--- config.mk ---
export PLATFORM = sky130hd
export DESIGN_NAME = periph_bus_arbiter
export DESIGN_NICKNAME = d
export VERILOG_FILES = /design/src/rtl/periph_bus_arbiter.sv
export SDC_FILE = /design/constraint.sdc
export NUM_CORES = 1
export LEC_CHECK = 0
export BUFFER_PORTS_ARGS = -buffer_cell sky130_fd_sc_hd__clkbuf_2
export CORE_ASPECT_RATIO = 1.25
export CORE_MARGIN = 5
export CORE_UTILIZATION = 45
export CTS_CLUSTER_DIAMETER = 30
export CTS_CLUSTER_SIZE = 14
export DETAILED_ROUTE_END_ITERATION = 12
export GPL_ROUTABILITY_DRIVEN = 0
export PLACE_DENSITY = 0.79
export SYNTH_ARGS = -nofsm -noshare
export SYNTH_HDL_FRONTEND = slang
export SYNTH_SLANG_ARGS = --single-unit
export TNS_END_PERCENT = 50
--- constraint.sdc ---
create_clock -name clk -period 1.8 [get_ports clk]
set_input_delay 0.36 -clock clk [delete_from_list [all_inputs] [get_ports clk]]
set_output_delay 0.36 -clock clk [all_outputs]
set_load 0.02 [all_outputs]
--- src/rtl/periph_bus_arbiter.sv ---
// Two-master arbiter for the peripheral register bus: registers one access,
// issues a single-cycle slave strobe, then acks the winning master.
module periph_bus_arbiter #(
  parameter logic [31:0] BASE_ADDR = 32'h4000_0000,
  parameter logic [31:0] ADDR_SPAN = 32'h0000_0020,
  parameter int unsigned LOCK_MAX  = 4
) (
  input  logic        clk,
  input  logic        reset,
  input  logic        m0_req,
  input  logic        m1_req,
  input  logic        m0_lock,
  input  logic        m1_lock,
  input  logic        m0_wr,
  input  logic        m1_wr,
  input  logic [31:0] m0_addr,
  input  logic [31:0] m1_addr,
  input  logic [31:0] m0_wdata,
  input  logic [31:0] m1_wdata,
  output logic        m0_ack,
  output logic        m1_ack,
  output logic        m0_err,
  output logic        m1_err,
  output logic [31:0] m0_rdata,
  output logic [31:0] m1_rdata,
  output logic        s_rd,
  output logic        s_wr,
  output logic [31:0] s_addr,
  output logic [31:0] s_wdata,
  input  logic [31:0] s_rdata,
  output logic        gnt_id,
  output logic        busy
);

  localparam int unsigned    CW         = $clog2(LOCK_MAX + 1);
  localparam logic [CW-1:0]  LOCK_MAX_C = CW'(LOCK_MAX);
  localparam logic [32:0]    WIN_END    = {1'b0, BASE_ADDR} + {1'b0, ADDR_SPAN};

  typedef enum logic [1:0] {IDLE, ACCESS, DONE} state_t;

  state_t        state, state_next;
  logic          last_owner;
  logic          lock_active;
  logic [CW-1:0] lock_cnt;
  logic          cur_wr;
  logic          cur_valid;

  logic          grant;
  logic          win;
  logic          keep_owner;
  logic [31:0]   win_addr;
  logic [31:0]   win_wdata;
  logic          win_wr;
  logic          win_lock;
  logic          win_valid;

  always_comb begin
    state_next = state;
    grant      = 1'b0;
    win        = 1'b0;
    keep_owner = lock_active && (lock_cnt < LOCK_MAX_C);
    case (state)
      IDLE: begin
        if (m0_req || m1_req) begin
          grant      = 1'b1;
          state_next = ACCESS;
          if (m0_req && m1_req)
            win = keep_owner ? last_owner : ~last_owner;
          else
            win = m1_req;
        end
      end
      ACCESS:  state_next = DONE;
      DONE:    state_next = IDLE;
      default: state_next = IDLE;
    endcase
    win_addr  = win ? m1_addr  : m0_addr;
    win_wdata = win ? m1_wdata : m0_wdata;
    win_wr    = win ? m1_wr    : m0_wr;
    win_lock  = win ? m1_lock  : m0_lock;
    // 33-bit compare so a window touching the top of the address space cannot wrap
    win_valid = (win_addr[1:0] == 2'b00) &&
                ({1'b0, win_addr} >= {1'b0, BASE_ADDR}) &&
                ({1'b0, win_addr} < WIN_END);
  end

  always_ff @(posedge clk or negedge reset) begin
    if (!reset) begin
      state       <= IDLE;
      last_owner  <= 1'b1;
      lock_active <= 1'b0;
      lock_cnt    <= '0;
      cur_wr      <= 1'b0;
      cur_valid   <= 1'b0;
      gnt_id      <= 1'b0;
      s_addr      <= '0;
      s_wdata     <= '0;
      m0_ack      <= 1'b0;
      m1_ack      <= 1'b0;
      m0_err      <= 1'b0;
      m1_err      <= 1'b0;
      m0_rdata    <= '0;
      m1_rdata    <= '0;
    end else begin
      state  <= state_next;
      m0_ack <= (state == ACCESS) && !gnt_id;
      m1_ack <= (state == ACCESS) && gnt_id;
      if (grant) begin
        s_addr      <= win_addr;
        s_wdata     <= win_wdata;
        cur_wr      <= win_wr;
        cur_valid   <= win_valid;
        lock_active <= win_lock;
        gnt_id      <= win;
        last_owner  <= win;
        if (win == last_owner)
          lock_cnt <= (lock_cnt < LOCK_MAX_C) ? lock_cnt + 1'b1 : lock_cnt;
        else
          lock_cnt <= CW'(1);
      end
      if (state == ACCESS) begin
        if (!gnt_id) begin
          m0_err   <= !cur_valid;
          m0_rdata <= (cur_valid && !cur_wr) ? s_rdata : '0;
        end else begin
          m1_err   <= !cur_valid;
          m1_rdata <= (cur_valid && !cur_wr) ? s_rdata : '0;
        end
      end
    end
  end

  // Strobes decode the live state so an asynchronous reset removes them at once
  assign s_rd = (state == ACCESS) && cur_valid && !cur_wr;
  assign s_wr = (state == ACCESS) && cur_valid && cur_wr;
  assign busy = (state != IDLE);

endmodule

# After elaboration in Yosys (flattened, before gate mapping)
# Cells that the tools add are included.
dict set report op_classes {
  n_addsub 1
  magnitude_cmp 3
  eq_ne 4
  mux 15
  bitwise 2
  reduce_logical 20
}
# cell n
set ops {}
lappend ops {{$mux W32} 3}
lappend ops {{$ge A32 B31 Y1 const B} 1}
lappend ops {{$lt A32 B31 Y1 const B} 1}
lappend ops {{$logic_and A1 B1 Y1} 10}
lappend ops {{$mux W1} 8}
lappend ops {{$mux W3} 2}
lappend ops {{$reduce_and A2 Y1} 3}
lappend ops {{$logic_not A2 Y1} 2}
lappend ops {{$ne A2 B2 Y1 const B} 2}
lappend ops {{$pmux W2 S2} 1}
lappend ops {{$add A3 B1 Y3 const B} 1}
lappend ops {{$logic_not A1 Y1} 3}
lappend ops {{$lt A3 B3 Y1 const B} 1}
lappend ops {{$eq A2 B1 Y1 const B} 1}
lappend ops {{$mux W2} 1}
lappend ops {{$not A1 Y1} 2}
lappend ops {{$reduce_bool A2 Y1} 1}
lappend ops {{$eq A1 B1 Y1} 1}
lappend ops {{$logic_or A1 B1 Y1} 1}
dict set report word_totals {
  reg_bits 142
  out_inout_bits 136
}

# Logic depth before layout (Yosys ltp)
dict set report depth {
  word_depth 10
  mapped_depth 7
  depth_no_buf 5
}

# Worst setup path before layout
# OpenSTA, ideal clock, no wires.
dict set report synth_path {
  path_kind {register -> register}
  start {register last_owner}
  end {register cur_valid}
  setup_time_ns 0.087
  t_arrival_ns 1.502
  required_time_ns 1.713
  setup_slack_ns 0.211
  stages_incl_launch_ff 6
  path_buffers 1
  period_less_slack_ns 1.589
  path_cell_list {dfstp_2 nand4bb_1 o2111ai_1 buf_2 or4_1 o211ai_1}
}
dict set report synth_via {
  elab_chain_cells 9
}
# item line_no
set synth_rtl {}
lappend synth_rtl {{from (decl)} 42} ;# logic last_owner;
lappend synth_rtl {{from (signal assigned)} 115} ;# last_owner <= win;
lappend synth_rtl {{$not A1 Y1} 68} ;# win = keep_owner ? last_owner : ~last_owner;
lappend synth_rtl {{$mux W1 (*)} 68}
lappend synth_rtl {{$mux W1 (*)} 67} ;# if (m0_req && m1_req)
lappend synth_rtl {{$mux W1 (*)} 64} ;# if (m0_req || m1_req) begin
lappend synth_rtl {{$mux W1 (*)} 62} ;# case (state)
lappend synth_rtl {{$mux W32 (*)} 77} ;# win_addr = win ? m1_addr : m0_addr;
lappend synth_rtl {{$ge A32 B31 Y1 / $logic_not A2 Y1 (equally long branches)} {83, 82}}
lappend synth_rtl {{$logic_and A1 B1 Y1} 82} ;# win_valid = (win_addr[1:0] == 2'b00) &&
lappend synth_rtl {{$logic_and A1 B1 Y1 (*)} 83} ;# ({1'b0, win_addr} >= {1'b0, BASE_ADDR}) &&
lappend synth_rtl {{to (signal assigned)} 112} ;# cur_valid <= win_valid;
lappend synth_rtl {{to (decl)} 46} ;# logic cur_valid;
# Mark *: on every way between the ends. The rest lies on a longest branch, timed or not.
# A chain may end at the register's enable or synchronous reset.

# Final worst setup path
dict set report layout_path {
  start {register last_owner}
  end {register s_wdata[22]}
}
dict set report layout_via {
  elab_chain_cells 6
}
# item line_no
set layout_rtl {}
lappend layout_rtl {{$not A1 Y1} 68}
lappend layout_rtl {{$mux W1 (*)} 68}
lappend layout_rtl {{$mux W1 (*)} 67}
lappend layout_rtl {{$mux W1 (*)} 64}
lappend layout_rtl {{$mux W1 (*)} 62}
lappend layout_rtl {{$mux W32 (*)} 78} ;# win_wdata = win ? m1_wdata : m0_wdata;
lappend layout_rtl {{to (signal assigned)} 110} ;# s_wdata <= win_wdata;
lappend layout_rtl {{to (decl)} 29} ;# output logic [31:0] s_wdata,
# Marked as above.

==> impl_metrics.csv <==
group,metric,value,unit
sta,fin_ws,0.04731,ns
die,die_x,113.3,µm
synthesis,syn_avg_cell_area,10.01,µm²
synthesis,synth_area_leaders,"dfrtp_1 (59%), mux2i_1 (11%), o21ai_0 (11%), nand2_1 (11%), clkbuf_1 (1.9%)",
global_route,grt_pass1_vias,5571,
worst_setup_path,worst-r2r-cell-count,6,
synthesis,synth_area,6007,µm²
synthesis,synth_top_area_cell,"dfrtp_1",
synthesis,synth_async_sr_flop_share,100.0,%
sta,setup_viol,0,
detailed_routing,ant_nets,0,
sta,finalCriticalPeriod,1.753,ns
die,die-height,139.2,µm
synthesis,synthesis.nets,769,
power_and_ir_drop,vdd_drop_max,0.8997,mV
global_route,grt_max_degree,82,
sta,clock.fmax,570.6,MHz
sta,rsz0062_at_grt,"yes",
detailed_routing,wl_per_cell,16.12,µm
worst_hold_path,whs_path_depth,3,
synthesis,ys_types,28,
die,ioPinCount,304,
detailed_routing,routed_wl,17.62,mm
global_route,grt_antenna_before_repair,0,
finish,antenna_cells,0,
finish,seq_area,3557,µm²
synthesis,synth_edf_count,0,
sta,holdWs,0.2015,ns
clock_network,clock_insertion_delay_worst_skew,0.40,ns
synthesis,yosysSeqAreaShare,59.18,%
clock_network,clock-sinks,142,
global_route,grt_pass1_wl,27.85,mm
synthesis,ys.flop_type,"dfrtp_1",
sta,clock_skew,0.008448,ns
clock_network,clock-root-buffer,"clkbuf_16",
placement,dp_slack,-0.02801,ns
finish,multi_input_area,2386,µm²
worst_hold_path,holdCritPathClass,"in -> reg",
sta,hold_violations,0,
placement,dp_hpwl,13.71,mm
power_and_ir_drop,leakage,4.662,nW
die,core,13170,µm²
finish,syn2layout_area_growth,44.34,%
clock_network,path_clk_slew,0.06,ns
clock_network,cts_tree,"built",
detailed_routing,drtIter0Drc,250,
outcome,status,"completed",
worst_setup_path,cp-end-kind,"flop",
worst_setup_path,crit_path_max_fanout,5,
global_route,grt_util_all_layers,22.23,%
clock_network,h-tree-depth,4,
die,start_util,45.60,%
sta,min_period_over_period,97.37,%
sta,finalMaxSlewViolations,0,
synthesis,yosys_warnings,0,
placement,numPortBuffers,303,
finish,final_layout_size_suffix_gt1_share,41.76,%
global_route,grt_overflow,0,
power_and_ir_drop,p_per_area,1563,nW/µm²
worst_setup_path,cp.arrival,2.03,ns
finish,nNetsFinal,1079,
finish,fillers,1077,
detailed_routing,vias_per_cell,4.955,
sta,worst-slew-pin-transition,0.4047,ns
detailed_routing,first_pass_iters,4,
worst_setup_path,worst_setup_path_start_kind,"flop",
detailed_routing,vias,5416,
worst_setup_path,worstPathRequired,2.08,ns
detailed_routing,drcViolationCount,0,
job,drv_cap,0,
die,die_area,15770,µm²
clock_network,cts_buffers,17,
worst_setup_path,critPathKind,"reg -> reg",
clock_network,clk_path_buf_depth,2,
die,rows,47,
synthesis,synth_top_area_share,58.74,%
synthesis,netlist_instances,600,
synthesis,ys_ff_latch,142,
sta,slew_headroom,73.02,%
logic make-up (layout without fill, tap and decap cells):
family | count (synthesis) | count (layout) | share of synthesized area (%)
AND/OR/NAND/NOR | 204 | 204 | 14.12
flip-flops | 142 | 142 | 59.18
AO/OA/AOI/OAI | 140 | 140 | 11.87
multiplexers | 67 | 67 | 11.16
buffers and inverters | 45 | 367 | 3.312
adder cells (fa/ha/maj) | 1 | 1 | 0.2083
XOR/XNOR | 1 | 1 | 0.1458
where the power goes:
part / internal (W) / leakage [nW] / total (W) / switching (W)
Clock: 0.00205 / 0.263 / 0.00338 / 0.00133
Sequential: 0.00412 / 1.85 / 0.00467 / 0.000550
Combinational: 0.00210 / 2.55 / 0.00551 / 0.00341
Total: 0.00826 / 4.66 / 0.0135 / 0.00529
synth_stat cells (4+ instances only):
library cell and instances:
buf_4 7, clkbuf_1 31, dfrtp_1 141, inv_1 4, mux2i_1 67, nand2_1 173
nor4_1 9, o21ai_0 134
critical path, stage by stage (launching register included):
cell,delay (ns)
dfstp_2,0.56
nand2_2,0.07
o2111ai_4,0.35
clkbuf_16,0.23
buf_4,0.11
mux2i_2,0.21
o21ai_0,0.10
registers in the layout, summed over array words and instances, names as in the netlist, 2 cells and up:
| name | flops |
|---|---|
| state | 2 |
| lock_cnt | 3 |
| m1_rdata | 32 |
| s_addr | 32 |
| m0_rdata | 32 |
| s_wdata | 32 |
cell type report:
cell class	count	share of cell area, %
inverters	4	0.1732
multi-input cells	413	27.52
clock buffers	19	4.993
flip-flops and latches	142	41.02
clock inverters	12	1.587
well taps	171	2.468
repair buffers	332	22.24
through the flow:
step | power [W] | instances | utilization, % | TNS [ns] | instance area (µm²)
after floorplan | 0.007815 | 600 | - | 0 | 6007
after global placement | 0.009783 | 1058 | 60.04 | -0.005888 | 7909
after detailed placement | 0.009931 | 1058 | 60.04 | -0.03688 | 7909
after CTS | 0.01337 | 1090 | 64.55 | -0.0001781 | 8503
after global routing | 0.01440 | 1093 | 65.82 | -0.5186 | 8671
final | 0.01355 | 1093 | 65.82 | 0 | 8671
final timing paths:
kind / startpoint / end / slack [ns]
worst min register to register: m0_rdata[3]$_DFFE_PN0P_ / m0_rdata[3]$_DFFE_PN0P_ / 0.48
min in group asynchronous: reset / m1_rdata[0]$_DFFE_PN0P_ / 0.45
max in group asynchronous: reset / m1_rdata[22]$_DFFE_PN0P_ / 0.77
worst max-delay path: last_owner$_DFFE_PN1P_ / s_wdata[22]$_DFFE_PN0P_ / 0.05
worst min-delay path: s_rdata[18] / m1_rdata[18]$_DFFE_PN0P_ / 0.20
worst max register to register: last_owner$_DFFE_PN1P_ / s_wdata[22]$_DFFE_PN0P_ / 0.05
per-layer routing:
layer	global-route usage, %	wire length (µm)	up-vias
met2	38.61	9026	226
li1	-	-	2663
met1	27.00	6975	2501
met5	0	0	-
met4	8.228	376	0
met3	4.758	1244	26
cells in the final DEF (no fill, tap or decap), types with 2 or more instances in the layout:
cell and instances:
o21ai_0 126, clkbuf_2 301, bufinv_16 2, nor4_1 9, nor3_1 3, clkbuf_1 2, nand2_1 171, nor2_1 2
mux2i_2 10, buf_4 12, dfrtp_2 2, nand4_1 3, buf_12 10, or4_1 3, nor4b_1 2, a21oi_1 2
nand2_2 2, clkbuf_16 19, inv_6 4, buf_6 5, inv_1 4, clkinvlp_4 5, dfrtp_1 139, o21ai_1 7
mux2i_1 56
timing repair:
item,CTS,global route
endpoints found under the hold margin,35,0
hold buffers,1,0
buffers inserted,0,2
setup endpoints to repair,4,27
pin swaps,0,2
gates resized for setup,4,34
cloned,0,2
Power figures use the tool's default switching activity.
